`src/rtl/riscalar_pkg.sv`:
```
`default_nettype none
// ============================================================================
// Module      : riscalar_pkg
// Description : Shared constants and types for the writeback path.
//               The register file and the writeback arbiter both use these:
//               XLEN     - datapath width
//               AW       - register address width
//               NUM_REGS - number of architectural registers (2**AW)
//               wb_req_t - one pending register write {addr, data}
//               rr_wrap_inc - round-robin pointer advance with wrap
// Revision    : 1.0  initial release
// ============================================================================
package riscalar_pkg;

    localparam int XLEN     = 32;
    localparam int AW       = 5;
    localparam int NUM_REGS = 2 ** AW;

    typedef struct packed {
        logic [AW-1:0]   addr;
        logic [XLEN-1:0] data;
    } wb_req_t;

    // Next round-robin position after index idx among n requesters.
    function automatic int rr_wrap_inc(input int idx, input int n);
        return (idx + 1 >= n) ? 0 : idx + 1;
    endfunction

endpackage
`default_nettype wire

```
`src/rtl/writeback_arbiter_rr.sv`:
```
`default_nettype none
// ============================================================================
// Module      : rr_arbiter
// Description : Purely combinational round-robin picker. Searches the request
//               vector starting at position i_ptr and moving upward with
//               wrap-around modulo N; the first set bit wins.
//   Ports     : i_req       [N]   request vector
//               i_ptr       [PW]  search start position (must be < N)
//               o_grant     [N]   one-hot grant, all zero when no request
//               o_grant_idx [PW]  index of the granted requester (0 if none)
// Revision    : 1.0  initial release
// ============================================================================
module rr_arbiter
    import riscalar_pkg::*;
#(
    parameter int N  = 3,
    parameter int PW = (N > 1) ? $clog2(N) : 1
) (
    input  logic [N-1:0]  i_req,
    input  logic [PW-1:0] i_ptr,
    output logic [N-1:0]  o_grant,
    output logic [PW-1:0] o_grant_idx
);

    // One extra bit so ptr + offset can exceed N before being folded back.
    localparam int c_cw = PW + 1;

    logic [c_cw-1:0] w_cand;
    logic            w_found;

    always_comb begin
        o_grant     = '0;
        o_grant_idx = '0;
        w_found     = 1'b0;
        w_cand      = '0;
        for (int i = 0; i < N; i++) begin
            w_cand = {1'b0, i_ptr} + c_cw'(i);
            if (w_cand >= c_cw'(N)) begin
                w_cand = w_cand - c_cw'(N);
            end
            if (!w_found && i_req[w_cand[PW-1:0]]) begin
                w_found                   = 1'b1;
                o_grant[w_cand[PW-1:0]]   = 1'b1;
                o_grant_idx               = w_cand[PW-1:0];
            end
        end
    end

endmodule
`default_nettype wire

```
`src/rtl/writeback_arbiter.sv`:
```
`default_nettype none
// ============================================================================
// Module      : writeback_arbiter
// Description : Collects results from N_SRC functional units over
//               valid/ready, keeps one result per source in a hold buffer,
//               grants one buffered result per cycle in round-robin order and
//               drives the register file write port from registered outputs.
//               Publishes a mask of registers with a write still in flight.
//   Ports     : clk_in            single clock, rising edge
//               rst_in            synchronous active-high reset
//               src_valid_in      [N_SRC]       source s presents a result
//               src_ready_out     [N_SRC]       source s can be accepted
//               src_addr_in       [N_SRC*AW]    dest reg of s at [s*AW +: AW]
//               src_data_in       [N_SRC*XLEN]  data of s at [s*XLEN +: XLEN]
//               we_out            register file write enable (1-cycle pulse)
//               wa_out            register file write address
//               wd_out            register file write data
//               pending_mask_out  [2**AW] bit r: write to r buffered/on port
//               busy_out          any hold buffer occupied
// Revision    : 1.0  initial release
// ============================================================================
module writeback_arbiter #(
    parameter int N_SRC = 3,
    parameter int XLEN  = riscalar_pkg::XLEN,
    parameter int AW    = riscalar_pkg::AW
) (
    input  logic                  clk_in,
    input  logic                  rst_in,
    input  logic [N_SRC-1:0]      src_valid_in,
    output logic [N_SRC-1:0]      src_ready_out,
    input  logic [N_SRC*AW-1:0]   src_addr_in,
    input  logic [N_SRC*XLEN-1:0] src_data_in,
    output logic                  we_out,
    output logic [AW-1:0]         wa_out,
    output logic [XLEN-1:0]       wd_out,
    output logic [(2**AW)-1:0]    pending_mask_out,
    output logic                  busy_out
);

    import riscalar_pkg::*;

    localparam int c_pw       = (N_SRC > 1) ? $clog2(N_SRC) : 1;
    localparam int c_num_regs = 2 ** AW;

    // ------------------------------------------------------------------
    // State
    // ------------------------------------------------------------------
    logic [N_SRC-1:0] r_hold_valid;
    logic [AW-1:0]    r_hold_addr [N_SRC];
    logic [XLEN-1:0]  r_hold_data [N_SRC];
    logic [c_pw-1:0]  r_rr_ptr;
    logic             r_we;
    logic [AW-1:0]    r_wa;
    logic [XLEN-1:0]  r_wd;

    // ------------------------------------------------------------------
    // Combinational signals
    // ------------------------------------------------------------------
    logic [AW-1:0]         w_src_addr [N_SRC];
    logic [XLEN-1:0]       w_src_data [N_SRC];
    logic [N_SRC-1:0]      w_grant;
    logic [c_pw-1:0]       w_grant_idx;
    logic                  w_any_grant;
    logic [AW-1:0]         w_gnt_addr;
    logic [XLEN-1:0]       w_gnt_data;
    logic [N_SRC-1:0]      w_accept;
    logic [c_num_regs-1:0] w_pending;

    for (genvar s = 0; s < N_SRC; s++) begin : g_unpack
        assign w_src_addr[s] = src_addr_in[s*AW +: AW];
        assign w_src_data[s] = src_data_in[s*XLEN +: XLEN];
    end

    rr_arbiter #(
        .N  (N_SRC),
        .PW (c_pw)
    ) u_rr_arbiter (
        .i_req       (r_hold_valid),
        .i_ptr       (r_rr_ptr),
        .o_grant     (w_grant),
        .o_grant_idx (w_grant_idx)
    );

    assign w_any_grant = |w_grant;
    assign w_gnt_addr  = r_hold_addr[w_grant_idx];
    assign w_gnt_data  = r_hold_data[w_grant_idx];

    // A slot being drained this cycle can take a new result on the same
    // edge, which lets a continuously granted source stream one per cycle.
    assign src_ready_out = rst_in ? '0 : (~r_hold_valid | w_grant);
    assign w_accept      = src_valid_in & src_ready_out;

    // ------------------------------------------------------------------
    // Hold buffers: refill takes priority over the drain of a granted slot
    // ------------------------------------------------------------------
    always_ff @(posedge clk_in) begin
        if (rst_in) begin
            r_hold_valid <= '0;
            for (int s = 0; s < N_SRC; s++) begin
                r_hold_addr[s] <= '0;
                r_hold_data[s] <= '0;
            end
        end else begin
            for (int s = 0; s < N_SRC; s++) begin
                if (w_accept[s]) begin
                    r_hold_valid[s] <= 1'b1;
                    r_hold_addr[s]  <= w_src_addr[s];
                    r_hold_data[s]  <= w_src_data[s];
                end else if (w_grant[s]) begin
                    r_hold_valid[s] <= 1'b0;
                end
            end
        end
    end

    // ------------------------------------------------------------------
    // Round-robin pointer and register file write port
    // ------------------------------------------------------------------
    always_ff @(posedge clk_in) begin
        if (rst_in) begin
            r_rr_ptr <= '0;
            r_we     <= 1'b0;
            r_wa     <= '0;
            r_wd     <= '0;
        end else if (w_any_grant) begin
            // x0 results are consumed like any other but never written.
            r_we     <= (w_gnt_addr != '0);
            r_wa     <= w_gnt_addr;
            r_wd     <= w_gnt_data;
            r_rr_ptr <= c_pw'(rr_wrap_inc(int'(w_grant_idx), N_SRC));
        end else begin
            r_we     <= 1'b0;
        end
    end

    // ------------------------------------------------------------------
    // Pending-write mask: buffered entries plus the write on the port.
    // x0 is hard-wired so it never shows as pending.
    // ------------------------------------------------------------------
    always_comb begin
        w_pending = '0;
        for (int s = 0; s < N_SRC; s++) begin
            if (r_hold_valid[s]) begin
                w_pending[r_hold_addr[s]] = 1'b1;
            end
        end
        if (r_we) begin
            w_pending[r_wa] = 1'b1;
        end
        w_pending[0] = 1'b0;
    end

    assign we_out           = r_we;
    assign wa_out           = r_wa;
    assign wd_out           = r_wd;
    assign pending_mask_out = w_pending;
    assign busy_out         = |r_hold_valid;

endmodule
`default_nettype wire

```
`config.mk`:
```
export PLATFORM = sky130hd
export DESIGN_NAME = writeback_arbiter
export DESIGN_NICKNAME = d
export VERILOG_FILES = /design/src/rtl/riscalar_pkg.sv /design/src/rtl/writeback_arbiter_rr.sv /design/src/rtl/writeback_arbiter.sv
export SDC_FILE = /design/constraint.sdc
export NUM_CORES = 1
export LEC_CHECK = 0
export ABC_CLOCK_PERIOD_IN_PS = 7100
export CAP_MARGIN = 25
export CORE_MARGIN = 5
export CORE_UTILIZATION = 54
export CTS_CLUSTER_DIAMETER = 150
export DETAILED_ROUTE_END_ITERATION = 8
export GPL_ROUTABILITY_DRIVEN = 0
export PLACE_DENSITY = 0.92
export SLEW_MARGIN = 20
export SYNTH_ARGS = -nofsm -noshare
export SYNTH_HDL_FRONTEND = slang
export SYNTH_SLANG_ARGS = --single-unit
```
`constraint.sdc`:
```
create_clock -name clk_in -period 7.1 [get_ports clk_in]
set_clock_uncertainty 0.2 [all_clocks]
set_input_delay 1.775 -clock clk_in [delete_from_list [all_inputs] [get_ports clk_in]]
set_output_delay 1.775 -clock clk_in [all_outputs]
set_load 0.01 [all_outputs]
```
==> Word level (Yosys, flattened, before mapping) <==
Memories as Yosys holds them, arrays and structs flattened. A register that Yosys moved wholly into a read port is not among the register bits.
Index checks and enable logic that the tools add are counted.
{ "word_totals": {"memories": 2, "mem_bits_rw": 111, "word_cells": 125, "reg_bits": 11, "in_bits": 116} }
{ "op_classes": {"order_cmp": 18, "bitwise": 15, "mux": 60, "reduce_logical": 18, "n_addsub": 6} }
{ "memory_table": {"columns": ["name", "depth", "width", "rd", "rd_ports_with_merged_regs", "write_ports", "line_no", "rtl"], "rows": [
  ["r_hold_data", 3, 32, 1, 1, 3, "writeback_arbiter.sv:50", "logic [XLEN-1:0] r_hold_data [N_SRC];"],
  ["r_hold_addr", 3, 5, 4, 0, 3, "writeback_arbiter.sv:49", "logic [AW-1:0] r_hold_addr [N_SRC];"]
]} }
{ "ops": {"columns": ["cell", "n"], "rows": [
  ["32-bit two-way mux", 7],
  ["32-bit bitwise OR", 3],
  ["1-bit two-way mux", 29],
  ["5-bit by 6-bit < comparator with 1-bit output, second input constant", 4],
  ["1-bit demux with 5-bit select", 4],
  ["5-bit by 1-bit >= comparator with 1-bit output, second input constant", 4],
  ["5-bit two-way mux", 3],
  ["2-bit two-way mux", 7],
  ["3-bit two-way mux", 4],
  ["3-bit by 2-bit >= comparator with 1-bit output, second input constant", 3],
  ["1-bit logical AND", 9],
  ["2-bit by 3-bit < comparator with 1-bit output, second input constant", 3],
  ["3-bit bitwise OR", 3],
  ["2-bit by 1-bit adder with 3-bit output, second input constant", 2],
  ["1-bit binary-select mux with 2-bit select", 3],
  ["1-bit demux with 2-bit select", 3],
  ["2-bit by 1-bit >= comparator with 1-bit output, second input constant", 3],
  ["1-bit bitwise OR", 6],
  ["2-bit nonzero test", 3],
  ["3-bit OR reduction", 2],
  ["2-bit subtractor, second input constant", 3],
  ["5-bit nonzero test", 1],
  ["2-bit by 2-bit adder with 3-bit output, second input constant", 1],
  ["3-bit bitwise AND", 1],
  ["other kinds (5)", 6]
]} }

==> Logic depth before layout (Yosys ltp) <==
Gate-level depths: netlist of the first run.
{ "depth": {"depth_word": 18, "depth_mapped": 12} }

==> By module <==
From an unflattened synthesis of the first run, not the netlist that was laid out.
{ "unflattened": {"cells_unflattened": 724, "area_unflattened_um2": 7513.5} }
{ "by_module_without_submodules": {"columns": ["module", "seq_area_each_um2", "n_inst", "cells_each", "area_each_um2"], "rows": [
  ["writeback_arbiter", 4194.0, 1, 686, 7247.0],
  ["rr_arbiter", 0.0, 1, 38, 266.5]
]} }

==> Worst setup path after synthesis of the first run <==
No wires, ideal clock.
{ "synth_timing": {"kind": "input-to-output", "from": "input port rst_in", "to": "output port src_ready_out[2]", "path_stages": 5, "path_slack_ps": 2208, "path_buffers": 4, "arrival_ps": 2917, "required_ps": 5125, "path_cell_list": "clkbuf_1 -> clkbuf_1 -> clkbuf_1 -> clkbuf_1 -> nor2_1"} }
{ "synth_between": {"elab_chain_cells": 1} }
{ "synth_lines": {"columns": ["element", "line_no", "rtl"], "rows": [
  ["start: declaration", "writeback_arbiter.sv:28", "input logic rst_in,"],
  ["3-bit two-way mux", "writeback_arbiter.sv:90", "assign src_ready_out = rst_in ? '0 : (~r_hold_valid | w_grant);"],
  ["end: declaration", "writeback_arbiter.sv:30", "output logic [N_SRC-1:0] src_ready_out,"]
]} }
Every way passes these cells.

==> Worst setup path in the final report of the first run <==
{ "layout_timing": {"from": "register r_rr_ptr[0]", "to": "output port src_ready_out[0]"} }
{ "layout_between": {"elab_chain_cells": 13, "elab_cells_between_ends": 45} }
{ "layout_lines": {"columns": ["element", "line_no", "rtl"], "rows": [
  ["start: declaration", "writeback_arbiter.sv:51", "logic [c_pw-1:0] r_rr_ptr;"],
  ["start signal: assignment", "writeback_arbiter.sv:130", "r_rr_ptr <= c_pw'(rr_wrap_inc(int'(w_grant_idx), N_SRC));"],
  ["2-bit by 1-bit adder with 3-bit output, or another cell as far along", "writeback_arbiter_rr.sv:37", "w_cand = {1'b0, i_ptr} + c_cw'(i);"],
  ["3-bit by 2-bit >= comparator with 1-bit output, or another cell as far along", "writeback_arbiter_rr.sv:38", "if (w_cand >= c_cw'(N)) begin"],
  ["2-bit two-way mux, or another cell as far along", "writeback_arbiter_rr.sv:38", null],
  ["2-bit by 3-bit < comparator with 1-bit output (implied by the code), or another cell as far along", "writeback_arbiter_rr.sv:43", "o_grant[w_cand[PW-1:0]] = 1'b1;"],
  ["1-bit logical AND (implied by the code), or another cell as far along", "writeback_arbiter_rr.sv:43", null],
  ["1-bit two-way mux (implied by the code), or another cell as far along", "writeback_arbiter_rr.sv:43", null],
  ["1-bit demux with 2-bit select, or another cell as far along", null, null],
  ["3-bit bitwise OR (no line) or 1-bit two-way mux (tied branches)", null, null],
  ["3-bit two-way mux or 1-bit logical NOT (tied branches)", "writeback_arbiter_rr.sv:41", "if (!w_found && i_req[w_cand[PW-1:0]]) begin"],
  ["3-bit bitwise OR (no line) or 1-bit logical AND (tied branches)", null, null],
  ["3-bit two-way mux *", "writeback_arbiter_rr.sv:41", null],
  ["3-bit bitwise OR *", "writeback_arbiter.sv:90", null],
  ["3-bit two-way mux *", "writeback_arbiter.sv:90", null]
]} }
Every way passes the cells marked *; elsewhere a longest branch is shown, timed or not. The select of a mux whose other input is x is not followed.

==> results of run 1 <==
kinds of logic (layout without fill, tap and decap cells):
group	Yosys count	count (layout)	synth area share [%]
simple gates	306	306	24.3
compound gates	158	158	15.4
flops	154	154	52.3
buf+inv	83	240	4.46
mux	23	23	2.87
fa+ha+maj	4	4	0.624
other cells	1	1	0.0468
worst max-delay path, delay by kind of cell (launching register included):
kind / cells / cell delay (ps)
AO/OA/AOI/OAI: 4 / 880
buffers and inverters: 2 / 580
adder cells (fa/ha/maj): 1 / 490
AND/OR/NAND/NOR: 2 / 450
flip-flops: 1 / 380
stage by stage:
step | instance area [sq um] | power [W] | cells
6_report | 10600 | 0.00368 | 1070
5_1_grt | 10600 | 0.00384 | 1070
3_3_place_gp | 9890 | 0.00263 | 1035
3_5_place_dp | 9890 | 0.00268 | 1035
4_1_cts | 10500 | 0.00364 | 1067
2_1_floorplan | 8020 | 0.00220 | 729
sequential cells by signal, indices dropped and copies added (netlist names):
signal / flops
wa_out: 5
wd_out: 32
we_out: 1
r_hold_data: 96
r_hold_addr: 15
r_rr_ptr: 2
r_hold_valid: 3
worst paths after layout:
kind	start	endpoint	cells past startpoint
setup / recovery	r_rr_ptr[0]	src_ready_out[0]	9
setup reg to reg	r_rr_ptr[0]	r_hold_data[0][6]	10
hold / removal	r_hold_data[1][11]	wd_out[11]	1
hold reg to reg	r_hold_data[1][11]	wd_out[11]	1
synthesized netlist by cell type, types with 2 or more instances:
| master | instances |
|---|---|
| a21o_1 | 3 |
| mux2i_1 | 23 |
| ha_1 | 4 |
| or3_1 | 4 |
| dfxtp_1 | 43 |
| nor3b_2 | 2 |
| o22a_1 | 2 |
| nor2b_1 | 7 |
| and2_1 | 2 |
| and3b_1 | 7 |
| inv_1 | 10 |
| and3_1 | 3 |
| a211oi_1 | 6 |
| or3b_2 | 6 |
| nand2_1 | 32 |
| a31oi_1 | 3 |
| o21ai_1 | 4 |
| o211ai_1 | 6 |
| a22o_1 | 4 |
| o22ai_1 | 14 |
| buf_2 | 16 |
| a221o_1 | 31 |
| nand3_1 | 7 |
| a21oi_1 | 20 |
| a211o_1 | 4 |
| nor3_1 | 6 |
| clkbuf_1 | 50 |
| a311oi_1 | 11 |
| a21boi_1 | 2 |
| o221ai_1 | 13 |
| a222oi_1 | 2 |
| edfxtp_1 | 111 |
| buf_4 | 5 |
| nor3b_1 | 117 |
| o21ai_0 | 7 |
| nand3b_1 | 33 |
| nor2_1 | 49 |
| nand4_1 | 2 |
| nand2b_1 | 26 |
| a22oi_1 | 17 |
final cells by class:
cell class	instances	area (sq um)
Timing Repair Buffer	198	2000
Sequential cell	154	4190
Tap cell	184	230
Multi-Input combinational cell	492	3490
Clock buffer	18	439
Fill cell	971	3960
Inverter	10	37.5
Clock inverter	14	184
per-layer routing:
metal / up-vias / track usage [%] / part of all wire, %
met2: 479 / 43.6 / 49
met1: 3280 / 31.4 / 37
met3: 83 / 7.98 / 11
met4: 0 / 10.6 / 3.0
li1: 3090 / - / -
met5: - / 0 / 0
power breakdown:
part / internal, W / switching (W)
Clock: 0.000570 / 0.000385
Sequential: 0.00118 / 0.000130
Combinational: 0.000592 / 0.000828
==> reports/results.tsv, run 1 <==
stage	metric	value	unit
logic_synthesis	area leader, netlist	edfxtp_1	
place	port bufs	188	
cts	CTS Sinks	154	
logic_synthesis	top cell type's share of synthesized area	41.6	%
worst_setup_path	slowest CP cell	clkdlybuf4s50_1	
routing	vias	6932	
worst_setup_path	crit-path cells	inv_1 -> ha_1 -> and4bb_1 -> a31oi_1 -> o21ai_1 -> a221oi_2 -> o21ai_1 -> nor2b_1 -> clkdlybuf4s50_1	
grt	gr usage total	26.0	%
cts	total CTS buffers	17	
cts	CTS Root Cell	clkbuf_16	
worst_setup_path	FF-to-FF setup slack	3120	ps
timing	relative slew slack	30.9	%
flow_run	Max Cap Viol	0	
cells_and_area	most frequent cells in the layout	187 x clkdlybuf4s50_1, 117 x nor3b_1, 111 x edfxtp_1	
logic_synthesis	Mean Syn Cell Area	11.0	sq um
timing	PnR worst setup slack	1930	ps
worst_setup_path	Crit. End Element	output port	
routing	Avg WL per Cell	22.1	um
routing	drt drc	0	
cts	TritonCTS clock tree	done	
timing	Final Setup Violations	0	
floorplanning	io pins	190	
cts	cts repair resizes	0	
timing	max-slew violation count	0	
cts	H-tree Lvls	4	
timing	Min Hold Slack	274	ps
grt	first-pass GRT wire length	36.3	mm
worst_setup_path	Worst EP required	5120	ps
timing	Least-Margin Pin Slew	1040	ps
logic_synthesis	post-synthesis sequential area ratio	52.3	%
routing	Post-DRT Antenna Nets	0	
timing	RSZ-0062 raised after global routing	no	
worst_setup_path	critical path type	reg -> out	
grt	largest net degree at the start of global routing	115	
logic_synthesis	post-synth design cell area	0.00802	sq mm
floorplanning	core area	0.0145	sq mm
logic_synthesis	Mapped Cells	729	
cts	Max clock buf depth	2	
floorplanning	Die Height	132	um
grt	vias in the first global route	6783	
cells_and_area	diode count	0	
cells_and_area	Final #Nets	993	
power	Max rail drop VDD	268	uV
grt	initial antenna violation count	0	
cells_and_area	Area Growth Syn to Fin	31.9	%
power	PwrDens	348	mW/mm^2
grt	GRT Residual Overflow	0	
floorplanning	Initial Util	55.2	%
place	hpwl dp	15.0	mm
cells_and_area	Final Util	72.8	%
logic_synthesis	Post-Syn Nets	849	
routing	1st-iter DRT viols	997	
logic_synthesis	Distinct cells, synth	55	
routing	DRT Pass-1 Iters	9	
worst_setup_path	Startpoint Class	flop	
cts	Clk pin slew, worst setup/hold paths	70	ps
cells_and_area	most common cell after layout, fill and taps aside	clkdlybuf4s50_1	
power	P_leak	3.69	nW
logic_synthesis	EDFF count, synth	111	
worst_setup_path	crit path DAT	3200	ps
timing	Final Hold Viols	0	
floorplanning	Die X-Extent	132	um
worst_setup_path	slowest stage delay, CP	500	ps
logic_synthesis	Yosys reg bits	154	
cells_and_area	share of cells above drive strength 1	7.00	%
worst_setup_path	Worst path most repeated cell	o21ai_1	
timing	minimum clock period	5170	ps
logic_synthesis	Synth Flop Type	edfxtp_1	
logic_synthesis	synth top area cells	edfxtp_1 42%, nor3b_1 11%, dfxtp_1 11%	
routing	DR vias/cell	6.48	
outcome	status	completed	
cts	Post-CTS Setup Bufs	0	
floorplanning	Die ar.	0.0174	sq mm
timing	max frequency	193	MHz
logic_synthesis	Post-synth ARST share	0	%
worst_setup_path	crit-path max FO	11	
timing	setup TNS	0	ps
min_path	HP Class	reg -> reg	
routing	total wire length	23.7	mm
floorplanning	Rows	44	
cts	hold_buf cts	0	
logic_synthesis	Synth Warn #	0	
place	pre-CTS setup slack	2170	ps
cts	Worst-Skew Late Latency	420	ps
timing	period utilization	72.8	%
Power figures use the tool's default switching activity.
==> run 2, diff against run 1 <==
Settings changed: ABC_CLOCK_PERIOD_IN_PS 7100 to 4160, CORE_UTILIZATION 54 to 46, PLACE_DENSITY 0.92 to 0.84.
Clock period 7.1 ns to 4.16 ns, I/O delays scaled along.
==> run 2 against run 1 <==
Compared with the run above:
- critical path depth is the same
- utilization shrank 10 points
- sequential share of layout area shrank 0.55 points
- worst setup slack lost 1800 ps
- register-to-register slack lost 2400 ps
- largest power group unchanged
- clock power grew 71%
- final cell count grew 4.8%
- count of clock-buffer cells in the layout grew 7
- via count shrank 2.6%
- hold slack lost 5.1 ps
- power grew 70%
==> reports/results.tsv, run 2 (same netlist as run 1, synthesis figures left out) <==
stage	metric	value	unit
cells_and_area	max reg flops	96	
cells_and_area	area occupied by multi-input gates	0.00352	sq mm
floorplanning	Rows	48	
worst_setup_path	crit path DAT	2750	ps
timing	max frequency	251	MHz
floorplanning	Die ar.	0.0202	sq mm
place	hpwl dp	15.7	mm
worst_setup_path	crit-path max FO	10	
routing	Post-DRT Antenna Nets	0	
timing	period utilization	95.9	%
cts	total CTS buffers	17	
worst_setup_path	Worst EP required	2920	ps
timing	setup TNS	0	ps
worst_setup_path	Startpoint Class	flop	
routing	DRT Pass-1 Iters	5	
cells_and_area	diode count	0	
cells_and_area	fin cells	1121	
cts	hold_buf cts	0	
cells_and_area	Biggest register	r_hold_data	
cts	CTS Sinks	154	
place	Post-DP Area	0.0100	sq mm
power	Max rail drop VDD	329	uV
floorplanning	Die X-Extent	142	um
worst_setup_path	Crit. End Element	output port	
cells_and_area	post-route cell area	0.0107	sq mm
timing	Min Hold Slack	269	ps
cts	Clk pin slew, worst setup/hold paths	60	ps
timing	relative slew slack	52.1	%
timing	Final Hold Viols	0	
cells_and_area	Area Growth Syn to Fin	33.9	%
min_path	HP Class	reg -> reg	
grt	vias in the first global route	6703	
cells_and_area	most frequent cells in the layout	186 x clkdlybuf4s50_1, 117 x nor3b_1, 111 x edfxtp_1	
floorplanning	io pins	190	
cells_and_area	share of cells above drive strength 1	8.59	%
cells_and_area	most common cell after layout, fill and taps aside	clkdlybuf4s50_1	
cells_and_area	Sequential Area	0.00420	sq mm
routing	total wire length	23.1	mm
floorplanning	core area	0.0172	sq mm
timing	Least-Margin Pin Slew	719	ps
grt	GRT Residual Overflow	0	
routing	DR vias/cell	6.02	
timing	Final Setup Violations	0	
timing	RSZ-0062 raised after global routing	no	
routing	1st-iter DRT viols	654	
floorplanning	Initial Util	46.7	%
power	P_leak	3.75	nW
timing	minimum clock period	3990	ps
cts	Max clock buf depth	2	
grt	initial antenna violation count	1	
cells_and_area	fillcell total	1361	
grt	first-pass GRT wire length	35.8	mm
worst_setup_path	critical path type	reg -> out	
place	port bufs	188	
cts	CTS Root Cell	clkbuf_16	
power	PwrDens	585	mW/mm^2
routing	vias	6749	
cells_and_area	Final #Nets	1003	
floorplanning	Die Height	142	um
routing	drt drc	0	
routing	Avg WL per Cell	20.6	um
place	dpl cells	1087	
grt	gr usage total	22.5	%
timing	max-slew violation count	0	
cts	Worst-Skew Late Latency	430	ps
grt	largest net degree at the start of global routing	112	
outcome	status	completed	
cts	TritonCTS clock tree	done	
cts	H-tree Lvls	4	
flow_run	Max Cap Viol	0	
-- run 2: stage by stage --
| stage | worst slack [ps] | util [%] | total power (W) |
|---|---|---|---|
| floorplan | 679 | - | 0.00375 |
| global placement | 427 | 58.4 | 0.00454 |
| detailed placement | 355 | 58.5 | 0.00461 |
| CTS | 13.2 | 62.3 | 0.00626 |
| global route | 27.6 | 62.5 | 0.00658 |
| finish | 170 | 62.5 | 0.00628 |
-- run 2: path summary, 6_finish.rpt --
kind	cells after the start	endpoint	start	slack, ps
hold / removal	1	wd_out[7]	r_hold_data[0][7]	270
setup reg to reg	11	wd_out[10]	r_rr_ptr[0]	680
setup / recovery	9	src_ready_out[2]	r_rr_ptr[0]	170
hold reg to reg	1	wd_out[7]	r_hold_data[0][7]	270
-- run 2: per-layer routing --
layer	wire length [um]	track usage, %
met4	694	8.64
met3	2550	7.19
met2	11100	37.7
met5	7	0
met1	8690	27.2
-- run 2: report_power, final --
part	internal [W]	switching, W	total (W)	leakage (nW)
clock network	0.00103	0.000600	0.00163	0.302
logic	0.00104	0.00139	0.00242	1.89
registers	0.00201	0.000217	0.00223	1.55
total	0.00407	0.00221	0.00628	3.75
-- run 2: timing repair --
action	CTS	global route
pin swaps	2	2
gates resized for setup	2	7
setup endpoints to repair	2	3
buffers inserted	1	1
-- run 2: critical path, stage by stage (launching register included) --
cell	delay (ps)
dfxtp_2	350
inv_1	60
ha_2	280
buf_4	170
mux2i_1	140
o2bb2ai_2	260
a22oi_1	160
o211a_1	250
nor2_1	100
clkdlybuf4s50_1	560
-- run 2: cell type report --
cell class	instances	share of cell area, %
clock inverters	7	0.933
well taps	225	2.62
flip-flops and latches	154	39.1
multi-input cells	492	32.8
repair buffers	208	19.2
clock buffers	25	5.03
inverters	10	0.350
==> run 3, diff against run 2 <==
Settings changed: REMOVE_ABC_BUFFERS from default to 1.
==> run 3 against run 2 <==
Compared with the run above:
- wire length barely moved
- power up 2.9%
- die area stayed put
- final cell count barely moved
- critical path type unchanged
- largest power group unchanged
==> reports/results.tsv, run 3 (same netlist as run 1, synthesis figures left out) <==
stage	metric	value	unit
routing	M1 WL	9.07	mm
power	P_leak	3.76	nW
cts	total CTS buffers	17	
routing	routed wl met2	11.2	mm
cells_and_area	most common cell after layout, fill and taps aside	clkdlybuf4s50_1	
cells_and_area	post-route cell area	0.0108	sq mm
cells_and_area	fin cells	1120	
place	port bufs	188	
grt	largest net degree at the start of global routing	112	
power	Comb pwr share	38.9	%
timing	Least-Margin Pin Slew	752	ps
grt	first-pass GRT wire length	35.7	mm
worst_setup_path	R2R cell count	12	
place	Post-DP Area	0.0100	sq mm
power	Max rail drop VDD	348	uV
cells_and_area	most frequent cells in the layout	187 x clkdlybuf4s50_1, 117 x nor3b_1, 111 x edfxtp_1	
worst_setup_path	Worst path most repeated cell	o21ai_2	
min_path	HP Class	reg -> reg	
worst_setup_path	Worst EP required	2920	ps
cts	Clk pin slew, worst setup/hold paths	60	ps
cts	CTS Root Cell	clkbuf_16	
floorplanning	Die ar.	0.0202	sq mm
worst_setup_path	crit-path cells	inv_1 -> ha_4 -> and4bb_1 -> a31oi_1 -> o21ai_2 -> a221oi_2 -> o21ai_2 -> nor2b_1 -> clkdlybuf4s50_1	
cts	CTS Sinks	154	
worst_setup_path	Startpoint Class	flop	
cts	TritonCTS clock tree	done	
timing	Final Hold Viols	0	
power	Sw Pwr	0.00227	W
cts	hold_buf cts	0	
cells_and_area	Final #Nets	1002	
cts	H-tree Lvls	4	
grt	vias in the first global route	6564	
worst_setup_path	Crit. End Element	output port	
floorplanning	Initial Util	46.7	%
routing	Detail Route met3 WL	2.39	mm
outcome	status	completed	
timing	relative slew slack	49.8	%
routing	Avg WL per Cell	20.6	um
min_path	worst hold path stage count	1	
worst_setup_path	crit-path max FO	4	
cts	Worst-Skew Late Latency	420	ps
place	dpl cells	1085	
floorplanning	Rows	48	
routing	DR vias/cell	6.10	
routing	drt drc	0	
grt	gr usage total	22.2	%
routing	top routing layer used	met4	
flow_run	Max Cap Viol	0	
floorplanning	Die Height	142	um
timing	PnR worst setup slack	88.0	ps
worst_setup_path	crit path DAT	2830	ps
cells_and_area	Biggest register	r_hold_data	
power	PwrDens	598	mW/mm^2
routing	total wire length	23.1	mm
timing	Final Setup Violations	0	
power	Pint	0.00419	W
power	switching share of power	35.2	%
power	clock power share	26.6	%
floorplanning	io pins	190	
routing	1st-iter DRT viols	566	
grt	initial antenna violation count	0	
timing	max frequency	246	MHz
timing	period utilization	97.9	%
timing	minimum clock period	4070	ps
place	pre-CTS setup slack	356	ps
grt	GRT Residual Overflow	0	
worst_setup_path	critical path type	reg -> out	
floorplanning	Die X-Extent	142	um
routing	Post-DRT Antenna Nets	0	
floorplanning	core area	0.0172	sq mm
cells_and_area	share of cells above drive strength 1	9.05	%
cells_and_area	max reg flops	96	
routing	DRT Pass-1 Iters	5	
timing	max-slew violation count	0	
worst_setup_path	slowest stage delay, CP	490	ps
cells_and_area	fillcell total	1364	
routing	vias	6829	
place	hpwl dp	14.9	mm
cells_and_area	Area Growth Syn to Fin	34.6	%
cells_and_area	diode count	0	
power	Flop pwr share	34.5	%
worst_setup_path	slowest CP cell	clkdlybuf4s50_1	
cells_and_area	Final Util	62.8	%
cts	Max clock buf depth	2	
run 3: changes by cell type in the layout (fill, tap and decap cells not counted), moves of 2 or more:
cell	previous run	this run
bufinv_16	2	5
clkbuf_1	3	1
clkbuf_16	20	18
clkbuf_8	2	0
clkinv_2	0	2
clkinv_4	1	3
clkinvlp_4	3	1
ha_2	2	0
ha_4	0	2
run 3: cell type report:
type / count / area (sq um) / share of cell area [%]
Inverter: 10 / 37.5 / 0.348
Tap cell: 225 / 282 / 2.61
Multi-Input combinational cell: 492 / 3560 / 33.0
Clock inverter: 13 / 211 / 1.96
Clock buffer: 19 / 454 / 4.21
Timing Repair Buffer: 207 / 2050 / 19.0
Sequential cell: 154 / 4200 / 38.9
run 3: power groups by stage:
stage	Sequential (W)	Combinational (W)	Clock [W]
final	0.00223	0.00251	0.00172
after global routing	0.00226	0.00270	0.00181
after CTS	0.00221	0.00243	0.00174
after detailed placement	0.00224	0.00239	0
after global placement	0.00223	0.00234	0
after floorplan	0.00223	0.00139	0
run 3: what timing repair did:
action                                  4_1_cts  5_1_grt
setup buffers                                 1        1
pin swaps                                     2        1
hold endpoints to repair                      0        0
endpoints found under the setup margin        2        3
gates resized for setup                       3       12
run 3: path summary, 6_finish.rpt:
path | slack (ps) | from | to
min | 270 | r_hold_data[0][19] | wd_out[19]
min reg2reg | 270 | r_hold_data[0][19] | wd_out[19]
max reg2reg | 630 | r_rr_ptr[0] | wd_out[4]
max | 90 | r_rr_ptr[0] | src_ready_out[0]
run 3: layer usage:
| layer | track usage [%] | up-vias |
|---|---|---|
| met5 | 0 | - |
| met4 | 6.87 | 0 |
| met2 | 37.1 | 397 |
| met3 | 6.96 | 39 |
| li1 | - | 3110 |
| met1 | 27.7 | 3283 |
run 3: worst max-delay path, delay by kind of cell, from the launching register on:
family	cells	cell delay, ps
buffers and inverters	2	590
adders and majority gates	1	270
DFF	1	380
and+or+nand+nor	2	390
AOI/OAI and AO/OA	4	780
run 3: per-stage QoR:
| stage | power [W] | TNS (ps) | hold slack [ps] |
|---|---|---|---|
| floorplan | 0.00363 | -504700 | 248 |
| global placement | 0.00457 | 0 | 251 |
| detailed placement | 0.00464 | 0 | 255 |
| CTS | 0.00638 | 0 | 268 |
| global route | 0.00678 | -64.8 | 287 |
| finish | 0.00646 | 0 | 266 |
